`config.mk`:
```
export PLATFORM = sky130hd
export DESIGN_NAME = fifo_wr_arbiter
export DESIGN_NICKNAME = d
export VERILOG_FILES = /design/src/rtl/fifo_wr_arbiter.sv
export SDC_FILE = /design/constraint.sdc
export NUM_CORES = 1
export LEC_CHECK = 0
export ABC_AREA = 1
export CAP_MARGIN = 20
export CORE_ASPECT_RATIO = 0.7
export CORE_UTILIZATION = 44
export DETAILED_ROUTE_END_ITERATION = 7
export GPL_TIMING_DRIVEN = 0
export PLACE_DENSITY = 0.87
export SLEW_MARGIN = 30
export SYNTH_ARGS = -nofsm -noshare
export SYNTH_HDL_FRONTEND = slang
export SYNTH_SLANG_ARGS = --single-unit
```
`constraint.sdc`:
```
create_clock -name clk -period 3.2 [get_ports clk]
set_input_delay 0.64 -clock clk [delete_from_list [all_inputs] [get_ports clk]]
set_output_delay 0.64 -clock clk [all_outputs]
set_load 0.05 [all_outputs]
```
`src/rtl/fifo_wr_arbiter.sv`:
```
// Round-robin burst arbiter that lets NREQ requesters share one downstream FIFO write port.
// The owner keeps the grant for up to MAX_BURST accepted words, and the grant is held while the FIFO is full.
module fifo_wr_arbiter #(
  parameter int WIDTH     = 8,
  parameter int NREQ      = 4,
  parameter int MAX_BURST = 4
) (
  input  logic                     clk,
  input  logic                     rstn,
  input  logic [NREQ-1:0]          req,
  input  logic [NREQ*WIDTH-1:0]    req_data,
  output logic [NREQ-1:0]          gnt,
  output logic [NREQ-1:0]          req_ack,
  input  logic                     fifo_full,
  output logic                     fifo_wr_en,
  output logic [WIDTH-1:0]         fifo_data,
  output logic [$clog2(NREQ)-1:0]  owner,
  output logic                     busy
);

  localparam int IW = $clog2(NREQ);
  localparam int BW = $clog2(MAX_BURST + 1);

  typedef enum logic {IDLE, OWN} state_t;

  state_t          state, state_d;
  logic [NREQ-1:0] gnt_d;
  logic [IW-1:0]   owner_d, rr_ptr, rr_ptr_d, next_ptr, search_ptr, win_idx;
  logic [BW-1:0]   burst_cnt, burst_cnt_d;
  logic [IW:0]     scan;
  logic            win_found, accept, rel;

  assign req_ack    = gnt & req & {NREQ{~fifo_full}};
  assign fifo_wr_en = |req_ack;
  assign accept     = fifo_wr_en;
  assign fifo_data  = req_data[int'(owner)*WIDTH +: WIDTH];
  assign busy       = (state == OWN);

  assign next_ptr   = (owner == IW'(NREQ - 1)) ? '0 : owner + 1'b1;
  assign rel        = (state == OWN) &&
                      ((accept && burst_cnt == BW'(MAX_BURST - 1)) || !req[owner]);
  // On release the search starts after the releasing owner so it gets lowest priority.
  assign search_ptr = rel ? next_ptr : rr_ptr;

  always_comb begin
    win_found = 1'b0;
    win_idx   = '0;
    scan      = '0;
    for (int k = 0; k < NREQ; k++) begin
      scan = {1'b0, search_ptr} + (IW+1)'(k);
      if (scan >= (IW+1)'(NREQ)) scan = scan - (IW+1)'(NREQ);
      if (!win_found && req[scan[IW-1:0]]) begin
        win_found = 1'b1;
        win_idx   = scan[IW-1:0];
      end
    end
  end

  // NOTE: every output of this block gets a default first so no path leaves a latch behind.
  always_comb begin
    state_d     = state;
    gnt_d       = gnt;
    owner_d     = owner;
    rr_ptr_d    = rr_ptr;
    burst_cnt_d = burst_cnt;
    unique case (state)
      IDLE: begin
        if (win_found) begin
          state_d        = OWN;
          gnt_d          = '0;
          gnt_d[win_idx] = 1'b1;
          owner_d        = win_idx;
          burst_cnt_d    = '0;
        end
      end
      OWN: begin
        if (rel) begin
          rr_ptr_d    = next_ptr;
          burst_cnt_d = '0;
          if (win_found) begin
            gnt_d          = '0;
            gnt_d[win_idx] = 1'b1;
            owner_d        = win_idx;
          end else begin
            state_d = IDLE;
            gnt_d   = '0;
            owner_d = '0;
          end
        end else if (accept) begin
          burst_cnt_d = burst_cnt + 1'b1;
        end
      end
      default: state_d = IDLE;
    endcase
  end

  // NOTE: state registers use non-blocking assignments so all of them update together on the edge.
  always_ff @(posedge clk or negedge rstn) begin
    if (!rstn) begin
      state     <= IDLE;
      gnt       <= '0;
      owner     <= '0;
      rr_ptr    <= '0;
      burst_cnt <= '0;
    end else begin
      state     <= state_d;
      gnt       <= gnt_d;
      owner     <= owner_d;
      rr_ptr    <= rr_ptr_d;
      burst_cnt <= burst_cnt_d;
    end
  end

endmodule

```
# == Word-level counts from Yosys, hierarchy flattened ==
# Index checks and enable logic that the tools add are counted.
# Widths: inputs -> output; s select.
# totals
ff_bits,12
elab_cells,90
# op_classes
addsub,9
magnitude_cmp,11
eq_ne,5
shifts,1
n_mux,41
bitwise_logic,4
reduce_logical,14
# ops
cell,count
$shiftx 32x6->8,1
$mux 2,13
$lt 2x3->1 const B,6
$mux 1,12
$mux 4,3
$bmux 1 s2,5
$ge 3x3->1 const B,3
$mux 3,3
$and 4x4->4,2
$pmux 4 s2,1
$sub 2x1->2 const B,4
$add 2x2->3 const B,2
$logic_and 1x1->1,6
$pmux 3 s2,1
$logic_not 1->1,4
$pmux 2 s2,1
$reduce_and 2->1,2
$reduce_or 4->1,1
$add 2x1->3 const B,1
$add 3x1->3 const B,1
$eq 3x2->1 const B,1
$ge 2x3->1 const B,1
$ne 3x1->1 const B,1
$add 2x1->2 const B,1
other kinds (8),9

# == Longest topological paths before layout ==
# logic_depth
word_depth,28
depth_mapped,20

# == Worst setup path after synthesis ==
# Ideal clock, no wire load.
# synth_timing
path_kind,reg-to-reg
start,register gnt[0]
end,register owner[0]
setup_time_ns,0.132
arrival_ns,3.026
path_slack_ns,0.042
stages_incl_launch_ff,21
path_buffers,1
cell_sequence,dfrtp_1 > nand2_1 > nor2_1 > nor2_1 > nand2_4 > nand2_2 > nand2_4 > nand2_4 > nand2_2 > nand2_2 > buf_6 > nand2_1 > nand2_1 > nand2_1 > nand2_2 > nand2_1 > nor2_1 > nor2_1 > nor2_4 > nand2_1 > o21ai_1
# synth_via
elab_chain_cells,24
word_cells_on_any_way,51
# synth_lines
item,line_no,rtl
start: declaration,12,"output logic [NREQ-1:0] gnt,"
start signal: assignment,107,gnt <= gnt_d;
$and 4x4->4 (*) (2 in a row),33,assign req_ack = gnt & req & {NREQ{~fifo_full}};
net req_ack[0],13,"output logic [NREQ-1:0] req_ack,"
$reduce_or 4->1 (*),34,assign fifo_wr_en = |req_ack;
net fifo_wr_en,15,"output logic fifo_wr_en,"
$logic_and 1x1->1 (*),41,((accept && burst_cnt == BW'(MAX_BURST - 1)) || !req[owner]);
$logic_or 1x1->1 (*),41,
$logic_and 1x1->1 (*),40,assign rel = (state == OWN) &&
branches (longest 18 deep; another with $add 2x1->3),-,
end signal: assignment,108,owner <= owner_d;
end: declaration,17,"output logic [$clog2(NREQ)-1:0] owner,"
# Mark *: on every way through the listed nets, which the timed path passes. The select of a mux whose other input is x is not followed.
# A chain may end at the register's enable or synchronous reset.

# == Worst setup path in the final report ==
# layout_timing
start,input port req[3]
end,output port fifo_wr_en
# layout_via
elab_chain_cells,3
# layout_lines
item,line_no,rtl
start: declaration,10,"input logic [NREQ-1:0] req,"
$and 4x4->4 (2 in a row),33,
$reduce_or 4->1,34,
end: declaration,15,
# No other way between the ends.

==> results summary <==
The total count of hold-check failures in the final report came to 0. The growth of design area from synthesis to finish is 54.3%. The number of standard cells in the layout, taps in and fillers out is 291. In this run the clock root is driven by a sky130_fd_sc_hd__clkbuf_8. The synthesized design contains 12 register bits. The area of all sequential standard cells came out at between 300 and 400 µm². The post-synthesis cell count is between 150 and 200. The flow ran to the end, and the final reports show no timing, DRC or antenna violations. For this design the static power due to leakage is between 0.0009 and 0.001 µW.

The sequential-to-total area share from yosys stat is around 25%. The register-to-register setup slack is approximately 0.6 ns. The worst path uses between 90% and 100% of the clock period. The post-synthesis cell type count came out at 23.

The worst-case headroom to the max-slew limit is between 60% and 70%. The min-delay analysis places its worst path in the category reg2reg. Global routing used between 20% and 30% of the available tracks.

The post-detailed-route via-to-cell ratio is a little over 5. In this run, CTS created clock tree buffers numbering 3. The number of nets in the synthesized netlist came out at approximately 240. The most instantiated flip-flop cell in the synthesis netlist is sky130_fd_sc_hd__dfrtp_1. The max capacitance violation total is 0. Summing all multi-input logic gate instances after layout gives just over 800 µm². Setup violations remaining at the end of the flow were counted as 0. The number of placed instances, taps included, is 289. The total power density per cell area is about 1200 nW/µm². The clock tree from TritonCTS is built. Yosys printed 0 warnings. The first detailed-routing pass took 4 iterations.

The measured slew at the worst slew-check pin came out at approximately 0.55 ns. Clock-pin slew was measured on the worst setup and hold paths at approximately 0.050 ns. The data required time of the critical path is 2.56 ns. The vias after detailed routing came out at roughly 1.5k. Traced cell by cell, the critical path runs through clkdlybuf4s50_1 -> nand2_1 -> nor2_1 -> nor2_1 -> nand2_4 -> clkdlybuf4s50_1. Of all flip-flops after synthesis, the portion carrying an async set or reset was 100%. The tree built by TritonCTS fans out to 12 sinks.

Setup repair after global routing left no endpoint under its margin. The design draws 2290 µW. The max-slew violation total from the final report was 0. The total core area is about 2500 µm².

In this run, synthesis inferred 0 flip-flops with an integrated enable. Entering global routing, the biggest net connects 13 pins. The critical path in this run is classified as in2out.

In this design, the stage delay of the slowest critical-path cell is just over 0.8 ns. The final weighted congestion in routability-driven placement came out at around 0.85. The total congestion overflow after global routing is 0. The antenna diode count is 0.

The peak clock frequency supported by timing is 326 MHz. The starting density of the core is a little under half. The post-layout minimum cycle time is 3.07 ns. The die span in y is approximately 46 µm. The post-route cell area is ~1900 µm².

No sink is reached through more buffers than the 2 on the longest clock path. The final layout net count came out at approximately 300. The number of I/O pins is between 50 and 60. The sum of routed wire length over all layers came out at approximately 3800 µm. The final routed wire length divided by cell count came out at around 13 µm.

The total DRC errors in the routed layout is 0. The data arrival time of the critical path is between 2 and 2.5 ns. The area of the mapped netlist came out at about 1200 µm². Among all stages on the critical path, the largest delay is contributed by sky130_fd_sc_hd__clkdlybuf4s50_1. Once the clock tree was built, the setup fixing pass inserted 0 buffers. The worst setup skew after layout came out at 0.00352 ns.

The worst setup path is launched from an input port. Along the worst path, the maximum fanout reaches 6. The count of hold-fix buffers inserted at cts is 0. Once placement finished, the instance area stood at 1830 µm². After floorplanning, the core was divided into 15 placement rows. Of the cells placed in the final design, the portion with a size suffix greater than 1 is 10.5%.

The detailed placement HPWL came out at 3040 µm. The floorplan step defined a die boundary enclosing a little under 3000 µm². The die width came out at ~65 µm. The initial antenna violation count came out at 0. The number of nets with antenna violations after routing came out at 0. The accumulated negative setup slack came out at 0 ns. The count of routing violations after the opening detailed-route iteration is 79. During placement, the flow inserted port buffers numbering 58. In this run the number of H-tree levels came out at 1. The insertion delay of the later-clocked pin in the worst-skew pair came out at 0.24 ns. The filler cells instantiated in the layout total about 220. The via count of the first global-routing pass came out at ~1.3k.

The worst setup path is captured at a primary output. The worst hold slack after final layout is 0.472 ns. The largest voltage drop on the vdd net came out at around 0.00061 V.

The first global-routing pass estimated approximately 6200 µm of wire. A synthesized cell averages about 6.1 µm².
==> path summary, 6_finish.rpt <==
check,end,from,depth (start not counted)
max in group asynchronous,gnt[0],rstn,1
hold / removal,burst_cnt[2],burst_cnt[2],2
hold reg to reg,burst_cnt[2],burst_cnt[2],2
setup / recovery,fifo_wr_en,req[3],6
setup reg to reg,gnt[1],owner[1],18
min in group asynchronous,gnt[2],rstn,1
==> layout by cell type (no fill, tap or decap) <==
cell type,count
sky130_fd_sc_hd__a21oi_1,2
sky130_fd_sc_hd__buf_6,1
sky130_fd_sc_hd__clkbuf_1,2
sky130_fd_sc_hd__clkbuf_2,1
sky130_fd_sc_hd__clkbuf_8,3
sky130_fd_sc_hd__clkdlybuf4s50_1,49
sky130_fd_sc_hd__dfrtp_1,12
sky130_fd_sc_hd__dlygate4sd2_1,8
sky130_fd_sc_hd__dlymetal6s2s_1,1
sky130_fd_sc_hd__ha_1,3
sky130_fd_sc_hd__inv_1,16
sky130_fd_sc_hd__inv_2,1
sky130_fd_sc_hd__nand2_1,61
sky130_fd_sc_hd__nand2_2,11
sky130_fd_sc_hd__nand2_4,4
sky130_fd_sc_hd__nand3_1,10
sky130_fd_sc_hd__nand3_2,1
sky130_fd_sc_hd__nand3b_1,2
sky130_fd_sc_hd__nand4_1,3
sky130_fd_sc_hd__nor2_1,29
sky130_fd_sc_hd__nor2_2,2
sky130_fd_sc_hd__nor2_4,2
sky130_fd_sc_hd__o211ai_1,2
sky130_fd_sc_hd__o21ai_0,17
sky130_fd_sc_hd__o21ai_1,5
sky130_fd_sc_hd__o21ai_2,1
sky130_fd_sc_hd__o22ai_1,8
==> per-stage QoR <==
stage	setup slack, ns	utilization (%)
after floorplan	0.0416	-
after global placement	0.0540	72.1
after detailed placement	-0.00245	72.1
after CTS	0.0859	73.3
after global routing	0.0101	73.3
final	0.128	73.3
==> cell type report <==
class / instances / area share, %
multi-input combinational: 163 / 43.7
tap: 34 / 2.29
timing repair buffer: 58 / 30.9
sequential: 12 / 16.2
clock buffer: 3 / 2.22
buffer: 4 / 1.28
inverter: 17 / 3.44
==> routing by layer <==
layer | vias to the layer above | share of wire [%] | GRT usage (%)
li1 | 762 | - | -
met1 | 658 | 52 | 40.8
met2 | 54 | 40 | 42.1
met3 | 6 | 6.9 | 7.25
met4 | 0 | 0.98 | 5.78
met5 | - | 0 | 0
==> power by group <==
part / internal [µW] / switching [µW]
Clock: 82.7 / 52.2
Sequential: 211 / 44.6
Combinational: 589 / 1310
==> cell families after synthesis <==
family                     share of synthesized area, %
buffers and inverters                              7.59
and+or+nand+nor                                    48.2
DFF                                                24.9
AOI/OAI and AO/OA                                  16.1
adders and majority gates                          3.12
==> critical path, delay by kind of cell <==
family | cells | cell delay, ns
buf+inv | 2 | 1.38
simple gates | 4 | 0.40
==> synth_stat cells (3+ instances only) <==
cell type                  number  area share, %
sky130_fd_sc_hd__inv_1         16            5.0
sky130_fd_sc_hd__nor2_1        29            9.0
sky130_fd_sc_hd__o21ai_0       17            7.1
sky130_fd_sc_hd__o21ai_1        5            2.1
sky130_fd_sc_hd__nand4_1        3            1.6
sky130_fd_sc_hd__nand2_2       11            5.7
sky130_fd_sc_hd__nand2_4        4            3.7
sky130_fd_sc_hd__nand2_1       61             19
sky130_fd_sc_hd__nand3_1       10            4.2
sky130_fd_sc_hd__o22ai_1        8            4.2
sky130_fd_sc_hd__dfrtp_1       12             25
sky130_fd_sc_hd__ha_1           3            3.1
sky130_fd_sc_hd__clkbuf_1       3           0.94
==> flip-flops by register name (all words and copies together) (netlist names) <==
name and cells:
owner 2, gnt 4, busy 1, rr_ptr 2
burst_cnt 3
==> what timing repair did <==
item / 4_1_cts / 5_1_grt
cloned: 0 / 0
setup endpoints to repair: 8 / 9
resized for setup: 8 / 1
No activity file was read; power rests on OpenSTA's default activity.
==> variant (config.mk and constraints unchanged) <==
`MAX_BURST`: 4 -> 2.
--- a/src/rtl/fifo_wr_arbiter.sv
+++ b/src/rtl/fifo_wr_arbiter.sv
@@ -5,3 +5,3 @@
   parameter int NREQ      = 4,
-  parameter int MAX_BURST = 4
+  parameter int MAX_BURST = 2
 ) (
Function: changed (Yosys sat finds a counterexample within 4 cycles, from zero or initial values and one cycle with rstn low).
==> variant against the unedited design <==
Routed wire length grew 1.8%. Design area grew 2.2%. Synthesized area grew 2.5%. Total power grew 2.8%. Die area grew 2.4%. Sequential cell count shrank 1. Setup slack gained 0.041 ns. Sequential share of layout area shrank 1.7 points. Critical endpoint is now fifo_data[2]. Largest cell class unchanged. Largest power group unchanged. Highest routed layer unchanged.
==> variant: results (changes against the unedited design) <==
- Syn_nets: 236 (was 239)
- Number of antenna violations at the first check in global routing: 0 (unchanged)
- Avg WL per Cell: 13.17 um (was 12.93 um)
- DR iter-0 viols: 101 (was 79)
- CP max FO: 10 (was 6)
- Dpl hpwl: 3137 um (was 3041 um)
- Syn Area/Cell: 6.327 um^2 (was 6.110 um^2)
- R2r startpoint: owner[1] (unchanged)
- Worst Skew: 0.002958 ns (was 0.003523 ns)
- P_leak: 0.0008977 uW (was 0.0009035 uW)
- Routed Wire Length: 3832 um (was 3763 um)
- First-pass GRT wire length: 6161 um (was 6216 um)
- Max incr delay on CP: 0.55 ns (was 0.81 ns)
- Sequential area share after synthesis: 22.31% (was 24.95%)
- Layout cells sized above 1: 14.40% (was 10.51%)
- Inserted Clock Buffers: 3 (unchanged)
- Antenna Diode Count: 0 (unchanged)
- CP endpoint: fifo_data[2] (was fifo_wr_en)
- Largest net degree at the start of global routing: 12 (was 13)
- WP data arrival: 2.39 ns (was 2.43 ns)
- Vias in the first global route: 1326 (was 1290)
- Run status: finished clean (unchanged)
- DR vias/cell: 5.151 (was 5.086)
- Worst-Margin Slew: 0.5213 ns (was 0.5465 ns)
- Post-synth ARST share: 100.0% (unchanged)
- Slowest CP cell: dlygate4sd2_1 (was clkdlybuf4s50_1)
- Peak supply drop: 643.0 uV (was 613.9 uV)
- Setup slack, reg-to-reg: 0.75 ns (was 0.59 ns)
- YS warnings: 0 (unchanged)
- RePlAce Congestion: 0.7986 (was 0.8458)
- Fin nets: 299 (was 301)
- Synth top cells by count: nand2_1, nor2_1, o21ai_0 (unchanged)
- Fillers: 231 (was 223)
- Post-synth cell types: 27 (was 23)
- Placed insts: 287 (was 289)
- Top cells by area, synth: dfrtp_1, nand2_1, o21ai_0 (was dfrtp_1, nand2_1, nor2_1)
- Max reg flops: 4 (unchanged)
- Critical Path Start: owner[0] (was req[3])
- Capturing point of the worst reg2reg path: gnt[1] (unchanged)
variant: layout make-up:
| class | count | area (um^2) | share of cell area, % |
|---|---|---|---|
| Tap cell | 34 | 42.54 | 2.241 |
| Inverter | 15 | 56.30 | 2.966 |
| Clock buffer | 3 | 41.29 | 2.175 |
| Multi-Input combinational cell | 163 | 863.3 | 45.48 |
| Sequential cell | 11 | 275.3 | 14.50 |
| Timing Repair Buffer | 58 | 573.1 | 30.19 |
| Buffer | 6 | 41.29 | 2.175 |
| Clock inverter | 1 | 5.005 | 0.2637 |
variant: report_power, final:
part           internal (uW)  total, uW  switching (uW)  leakage, uW
Sequential               202        244            42.6     0.000138
Combinational            617       1970            1360     0.000735
Clock                   85.7        140            54.0    0.0000255
variant: what timing repair did:
| item | CTS | global route |
|---|---|---|
| gates resized for setup | 8 | 2 |
| hold buffers | 0 | 0 |
| endpoints found under the hold margin | 0 | 0 |
| endpoints found under the setup margin | 8 | 2 |
variant: worst min-delay path by stage:
stage / cells after the start / endpoint / from / slack (ns)
finish: 2 / gnt[1] / gnt[1] / 0.53
global route: 2 / gnt[0] / gnt[0] / 0.54
CTS: 2 / gnt[0] / gnt[0] / 0.53
detailed placement: 2 / gnt[0] / gnt[0] / 0.51
global placement: 2 / gnt[1] / gnt[1] / 0.50
floorplan: 0 / burst_cnt[0] / rstn / 0.34
variant: metrics by stage:
step                      area (um^2)  hold slack [ns]  setup WS, ns  power [uW]  util, %
after CTS                        1893           0.5301       0.09620        2351    74.17
after detailed placement         1857           0.5107       0.06393        2242    72.75
after floorplan                  1234           0.3444       0.03716        1749        -
after global routing             1898           0.5445      0.003485        2548    74.36
final                            1898           0.5257        0.1691        2358    74.36
after global placement           1857           0.5017       0.07364        2216    72.75
variant: worst reg2reg max path: cells and delay by family, from the launching register on:
family	cells	cell delay, ns
flip-flops	1	0.41
AND/OR/NAND/NOR	15	1.35
AO/OA/AOI/OAI	1	0.13
buffers and inverters	3	0.46
variant: kinds of logic (layout without fill, tap and decap cells):
logic type,count (synthesis),count (layout),synth area share (%)
fa+ha+maj,2,2,2.028
buf+inv,21,83,7.910
simple gates,128,128,52.84
flops,11,11,22.31
compound gates,33,33,14.91
variant: per-layer routing:
| metal | GRT usage, % | up-vias | wire (um) |
|---|---|---|---|
| met1 | 37.26 | 685 | 1904 |
| met5 | 0 | - | 0 |
| met2 | 42.06 | 49 | 1614 |
| met3 | 7.426 | 6 | 277 |
| met4 | 5.652 | 0 | 35 |
| li1 | - | 759 | - |
